`config.mk`:
```
export PLATFORM = sky130hd
export DESIGN_NAME = sm2c_stream_conv
export DESIGN_NICKNAME = d
export VERILOG_FILES = /design/src/rtl/sm2c_stream_conv.sv
export SDC_FILE = /design/constraint.sdc
export NUM_CORES = 1
export LEC_CHECK = 0
export ABC_AREA = 1
export CAP_MARGIN = 30
export CORE_MARGIN = 5
export CORE_UTILIZATION = 32
export CTS_CLUSTER_DIAMETER = 120
export DETAILED_ROUTE_END_ITERATION = 6
export PLACE_DENSITY_LB_ADDON = 0.08
export RECOVER_POWER = 50
export SLEW_MARGIN = 15
export SYNTH_ARGS = -nofsm -noshare
export SYNTH_HDL_FRONTEND = slang
export SYNTH_SLANG_ARGS = --single-unit
```
`constraint.sdc`:
```
create_clock -name clk -period 1.9 [get_ports clk]
set_clock_uncertainty 0.2 [all_clocks]
set_input_delay 0.475 -clock clk [delete_from_list [all_inputs] [get_ports clk]]
set_output_delay 0.475 -clock clk [all_outputs]
set_load 0.03 [all_outputs]
```
`src/rtl/sm2c_stream_conv.sv`:
```
// Sign-magnitude <-> two's-complement stream converter, selectable per sample, flags/counts non-bijective codes.
// Latency 2 cycles, 1 sample/cycle; in_ready follows out_ready combinationally, a full stall holds both stages.
module sm2c_stream_conv #(
    parameter int WIDTH = 8,
    parameter int CNT_W = 16
) (
    input  logic             clk,
    input  logic             rst,
    input  logic             mode,
    input  logic             in_valid,
    output logic             in_ready,
    input  logic [WIDTH-1:0] in_data,
    output logic             out_valid,
    input  logic             out_ready,
    output logic [WIDTH-1:0] out_data,
    output logic             out_negz,
    output logic             out_sat,
    input  logic             clr_cnt,
    output logic [CNT_W-1:0] negz_cnt,
    output logic [CNT_W-1:0] sat_cnt
);
    localparam int MW = WIDTH - 1;

    logic             s1_vld;
    logic [WIDTH-1:0] s1_dat;
    logic             s1_negz;
    logic             s1_sat;
    logic             s1_adv;
    logic             s2_adv;
    logic             in_min_pat;
    logic [MW-1:0]    neg_mag;
    logic [WIDTH-1:0] conv_dat;
    logic             out_xfer;

    assign s2_adv     = !out_valid || out_ready;
    assign s1_adv     = !s1_vld || s2_adv;
    assign in_ready   = s1_adv;
    assign in_min_pat = in_data[WIDTH-1] && (in_data[MW-1:0] == '0);
    assign out_xfer   = out_valid && out_ready;

    // Both directions negate the low bits identically; they only differ on the
    // 1000..0 pattern, which the captured flags already distinguish by mode.
    always_ff @(posedge clk or posedge rst) begin
        if (rst) begin
            s1_vld  <= 1'b0;
            s1_dat  <= '0;
            s1_negz <= 1'b0;
            s1_sat  <= 1'b0;
        end else if (s1_adv) begin
            s1_vld <= in_valid;
            if (in_valid) begin
                s1_dat  <= in_data;
                s1_negz <= in_min_pat && !mode;
                s1_sat  <= in_min_pat && mode;
            end
        end
    end

    assign neg_mag = ~s1_dat[MW-1:0] + MW'(1);

    always_comb begin
        conv_dat = s1_dat;
        if (s1_dat[WIDTH-1]) begin
            if (s1_negz) begin
                conv_dat = '0;
            end else if (s1_sat) begin
                conv_dat = {1'b1, {MW{1'b1}}};
            end else begin
                conv_dat = {1'b1, neg_mag};
            end
        end
    end

    always_ff @(posedge clk or posedge rst) begin
        if (rst) begin
            out_valid <= 1'b0;
            out_data  <= '0;
            out_negz  <= 1'b0;
            out_sat   <= 1'b0;
        end else if (s2_adv) begin
            out_valid <= s1_vld;
            if (s1_vld) begin
                out_data <= conv_dat;
                out_negz <= s1_negz;
                out_sat  <= s1_sat;
            end
        end
    end

    // Counters saturate; a clear wins over a same-cycle increment.
    always_ff @(posedge clk or posedge rst) begin
        if (rst) begin
            negz_cnt <= '0;
            sat_cnt  <= '0;
        end else if (clr_cnt) begin
            negz_cnt <= '0;
            sat_cnt  <= '0;
        end else begin
            if (out_xfer && out_negz && !(&negz_cnt)) begin
                negz_cnt <= negz_cnt + CNT_W'(1);
            end
            if (out_xfer && out_sat && !(&sat_cnt)) begin
                sat_cnt <= sat_cnt + CNT_W'(1);
            end
        end
    end

endmodule

```
; ---- Yosys cells after proc, flatten, opt, wreduce, memory -nomap -nowiden
; Index checks and enable logic that the tools add are counted.
[totals]
ff_bits = 54
in_bits = 14
output_inout_bits = 44
word_cells = 43
[classes]
n_addsub = 3
muxes = 7
bitwise_logic = 1
n_reduce_logical = 22
[ops]
columns = op, n
row1 = 16-bit two-way mux, 4
row2 = 16-bit by 1-bit adder with 16-bit output (second input constant), 2
row3 = 16-bit AND reduction, 2
row4 = 8-bit two-way mux, 2
row5 = 1-bit logical AND, 8
row6 = 7-bit by 1-bit adder with 7-bit output (second input constant), 1
row7 = 7-bit logical NOT, 1
row8 = 7-bit two-way mux, 1
row9 = 7-bit inverter, 1
row10 = 1-bit logical NOT, 5
row11 = 2-bit AND reduction, 2
row12 = 2-bit nonzero test, 2
row13 = 1-bit logical OR, 2

; ---- Logic depth before layout (Yosys ltp)
; Gate-level depths: netlist (run 1).
[logic_depth]
ltp_word = 5
ltp_mapped = 10

; ---- Worst setup path before layout (run 1)
; OpenSTA, ideal clock, no wires.
[synth_path]
path_kind = register to register
startpoint = register negz_cnt[0]
endpoint = register negz_cnt[2]
setup_time_ps = 66
arrival_time_ps = 1671
setup_slack_ps = -37
stages_incl_launch_ff = 11
cell_sequence = dfrtp_1 > ha_1 > nand3_2 > inv_2 > nand2_2 > nor2_4 > nor2_4 > nor2_8 > buf_6 > nand2_1 > nand2_1
[synth_via]
elab_chain_len = 4
word_cells_on_any_way = 7
cone_classes = 1 x add/sub / 2 x mux / 4 x reduce/logical
[synth_lines]
columns = element, line_no
row1 = start: declaration, 19  ; output logic [CNT_W-1:0] negz_cnt,
row2 = start signal: assignment, 100  ; negz_cnt <= negz_cnt + CNT_W'(1);
row3 = "parallel branches: the longest is 4 deep, another holds 16-bit by 1-bit adder with 16-bit output", n/a
; Parallel ways; which one is timed is not known. The select of a mux whose other input is x is not followed.
; A chain may end at the register's enable or synchronous reset.

; ---- Worst setup path in the final report (run 1)
[layout_path]
startpoint = register sat_cnt[11]
endpoint = output sat_cnt[11]
[layout_rtl]
columns = element, line_no
row1 = start: declaration, 20  ; output logic [CNT_W-1:0] sat_cnt
row2 = start signal: assignment, 103  ; sat_cnt <= sat_cnt + CNT_W'(1);
; No word-level cell between the ends.

==> metrics.md, run 1 <==
| Metric | Value |
|---|---|
| Critical Path Start Type | `flop` |
| Hold Path Class | `reg -> reg` |
| Hold_sp | `out_data[7]` |
| 1st-iter DRT viols | `a little over 90` |
| CP Max Fanout | `6` |
| Placer's final routability congestion estimate | `between 0.8 and 0.9` |
| Fin. Hold Viols | `0` |
| Worst Path Buf+Inv | `1` |
| Row cnt | `36` |
| Wirelength per Cell | `roughly 13 µm` |
| CTS root buf | `clkbuf_8` |
| Worst skew pair latency | `between 0.3 and 0.4 ns` |
| Run status | `complete, no violations` |
| Critical Path RT | `~1.2 ns` |
| R2R setup slack | `0.12 ns` |
| Hold WS | `between 0.2 and 0.3 ns` |
| Period utilization | `between 90% and 100%` |
| Reg2Reg Capture Point | `negz_cnt[11]` |
| Worst Hold Depth | `2` |
| Synth-to-layout area growth | `38.55%` |
| Clk slew on worst S/H paths | `around 0.10 ns` |
| Synthesized cell area | `just over 3000 µm²` |
| Fillers | `about 1000` |
| Reg2Reg Depth | `10` |
| Max incr delay on CP | `0.46 ns` |
| First-pass DRT Iterations | `4` |
| Syn Inst Count | `~430` |
| Mapped Nets | `446` |
| Largest net degree at the start of global routing | `55` |
| Number of nets still failing antenna checks after routing | `0` |
| Initial antenna violation count | `0` |
| Die Wd | `around 110 µm` |
| Critical-path cell list | `clkdlybuf4s15_1` |
| Cell Pwr Density | `between 600 and 700 nW/µm²` |
| Placeable Area | `between 9000 and 10000 µm²` |
| Register area share after synthesis | `43.55%` |
| CTS buffer count | `5` |
| Layout net count | `approximately 560` |
| DRC | `0` |
| FMAX | `approximately 0.54 GHz` |
| Area of the multi-input gates | `1583 µm²` |
| CP top delay family | `flip-flops` |
| Yosys warnings | `0` |
| TritonCTS clock tree | `built` |
| RSZ-0062 raised after global routing | `false` |
| Total Neg Setup Slack | `0 ns` |
| Die area | `between 10000 and 15000 µm²` |
| Ant. Diodes | `0` |
| First-pass GRT wire length | `roughly 14000 µm` |
| RR Startpoint | `negz_cnt[1]` |
| Share of cells above drive strength 1 | `approximately 15%` |
| Starting Density | `roughly 32%` |
| Worst path slowest cell | `dfrtp_1` |
| Worst Hold End | `out_data[7]` |
| DIE HEIGHT | `~110 µm` |
| Vias in the first global route | `about 3000` |
| Final Setup Violations | `0` |
| Total grt overflow | `0` |
| Final min period | `about 1.9 ns` |
| Gr usage total | `approximately 15%` |
| WP data arrival | `between 1 and 1.5 ns` |
| Critical path class | `reg -> out` |
| Vias/cell | `~4.6` |
| FF+latch count, synth | `54` |
| Final HPWL DP | `between 6000 and 7000 µm` |
| # IOs | `between 50 and 60` |
| LEAKAGE | `2.213 nW` |
| Register area | `1359 µm²` |
| Synth unique cells | `26` |
| Vias | `~3100` |
| Final Slew Violations | `0` |
| Endpoint class of the critical path | `output pin` |
| H-tree depth | `2` |
| Hold_buf cts | `0` |
| Peak VDD IR | `0.3845 mV` |
| Slew @ Worst Pin | `~0.76 ns` |
| Slew HR | `roughly half` |
| Avg Inst Size Synth | `just over 7 µm²` |
| Drt total wl | `about 8600 µm` |
| Clock Tree Buf Depth | `2` |
| Number of max-cap violations | `0` |
| PortBufs | `57` |
| Clk sinks | `54` |
[power breakdown]
group	switching [mW]	internal, mW
clock	0.408	0.394
sequential	0.0834	1.26
combinational	0.451	0.260
[placed cells by master (no fill, tap or decap), types with 3 or more instances in the layout]
master,count
a21oi_1,4
buf_4,45
clkbuf_1,5
clkbuf_4,3
clkbuf_8,5
clkdlybuf4s15_1,3
clkdlybuf4s50_1,11
dfrtp_1,48
dfrtp_2,6
dlygate4sd2_1,41
inv_1,41
nand2_1,154
nand3_1,31
nand3_2,3
nand4_1,31
nor2_1,45
nor2_4,4
o211ai_1,3
o21ai_0,21
o21bai_1,5
or2_2,3
xor2_1,9
[sequential cells by signal (all words and copies together) (netlist names)]
signal	flops
s1_vld	1
s1_dat	8
out_valid	1
sat_cnt	16
s1_sat	1
out_data	8
s1_negz	1
negz_cnt	16
out_sat	1
out_negz	1
[cell families (layout without fill, tap and decap cells)]
| family | Yosys count | in the layout | share of synthesized area, % |
|---|---|---|---|
| compound gates | 33 | 33 | 5.968 |
| xor+xnor | 10 | 10 | 2.823 |
| fa+ha+maj | 3 | 3 | 1.210 |
| buf+inv | 52 | 161 | 6.774 |
| flops | 54 | 54 | 43.55 |
| simple gates | 277 | 278 | 39.68 |
[synthesized netlist by cell type]
| master | instances | area, µm² |
|---|---|---|
| a21oi_1 | 4 | 20.02 |
| buf_2 | 3 | 15.01 |
| buf_4 | 1 | 7.510 |
| buf_6 | 1 | 11.26 |
| clkbuf_1 | 4 | 15.01 |
| dfrtp_1 | 54 | 1351 |
| ha_1 | 3 | 37.54 |
| inv_1 | 42 | 157.7 |
| inv_2 | 1 | 3.750 |
| nand2_1 | 154 | 578.1 |
| nand2_2 | 1 | 6.260 |
| nand3_1 | 32 | 160.2 |
| nand3_2 | 2 | 20.02 |
| nand3b_1 | 2 | 15.01 |
| nand4_1 | 31 | 193.9 |
| nor2_1 | 45 | 168.9 |
| nor2_2 | 1 | 6.260 |
| nor2_4 | 3 | 33.78 |
| nor2_8 | 1 | 20.02 |
| nor3_1 | 2 | 10.01 |
| o211ai_1 | 3 | 22.52 |
| o21ai_0 | 21 | 105.1 |
| o21bai_1 | 5 | 37.54 |
| or2_2 | 3 | 18.77 |
| xnor2_1 | 1 | 8.760 |
| xor2_1 | 9 | 78.83 |
[cell type report]
class / instances / share of cell area [%]
Tap cell: 133 / 3.871
Clock inverter: 2 / 0.8731
Sequential cell: 54 / 31.61
Clock buffer: 6 / 1.688
Multi-Input combinational cell: 324 / 36.82
Timing Repair Buffer: 110 / 21.30
Inverter: 43 / 3.842
[layer usage]
layer	vias to the layer above	share of wire (%)	GRT usage (%)
met2	53	48	26.04
met4	0	1.9	4.689
met3	12	4.4	3.104
met1	1412	46	19.00
met5	-	0	0
li1	1607	-	-
[what timing repair did]
action                     4_1_cts  5_1_grt
buffers inserted                 0        5
pin swaps                        0        2
setup endpoints to repair       44       35
resized for setup               47        9
gates cloned                     0        1
[through the flow]
stage	util, %	power, mW	instances	worst slack [ns]	instance area [µm²]
2_1_floorplan	-	1.771	429	0.01170	3110
3_3_place_gp	43.58	2.133	658	-0.1296	4182
3_5_place_dp	43.58	2.131	658	-0.1658	4182
4_1_cts	44.26	2.898	666	0.01187	4247
5_1_grt	44.81	3.017	672	0.006499	4299
6_report	44.81	2.853	672	0.04104	4299
[worst max-delay path by stage]
| stage | startpoint | end | slack (ns) | cells after the start |
|---|---|---|---|---|
| after floorplan | out_valid | s1_dat[0] | 0.01 | 4 |
| after global placement | out_ready | in_ready | -0.13 | 4 |
| after detailed placement | out_ready | out_data[1] | -0.17 | 9 |
| after CTS | negz_cnt[9] | negz_cnt[9] | 0.01 | 1 |
| after global routing | negz_cnt[14] | negz_cnt[14] | 0.006 | 1 |
| final | sat_cnt[11] | sat_cnt[11] | 0.04 | 1 |
(Power assumes the default switching activity.)
==> run 2: changes to the inputs <==
--- a/config.mk
+++ b/config.mk
@@ -13,7 +13,6 @@
 export DETAILED_ROUTE_END_ITERATION = 6
 export PLACE_DENSITY_LB_ADDON = 0.08
 export RECOVER_POWER = 50
-export SLEW_MARGIN = 15
 export SYNTH_ARGS = -nofsm -noshare
 export SYNTH_HDL_FRONTEND = slang
 export SYNTH_SLANG_ARGS = --single-unit
==> results of run 2 <==
Final layout, timing and power as in run 1 (identical DEF).
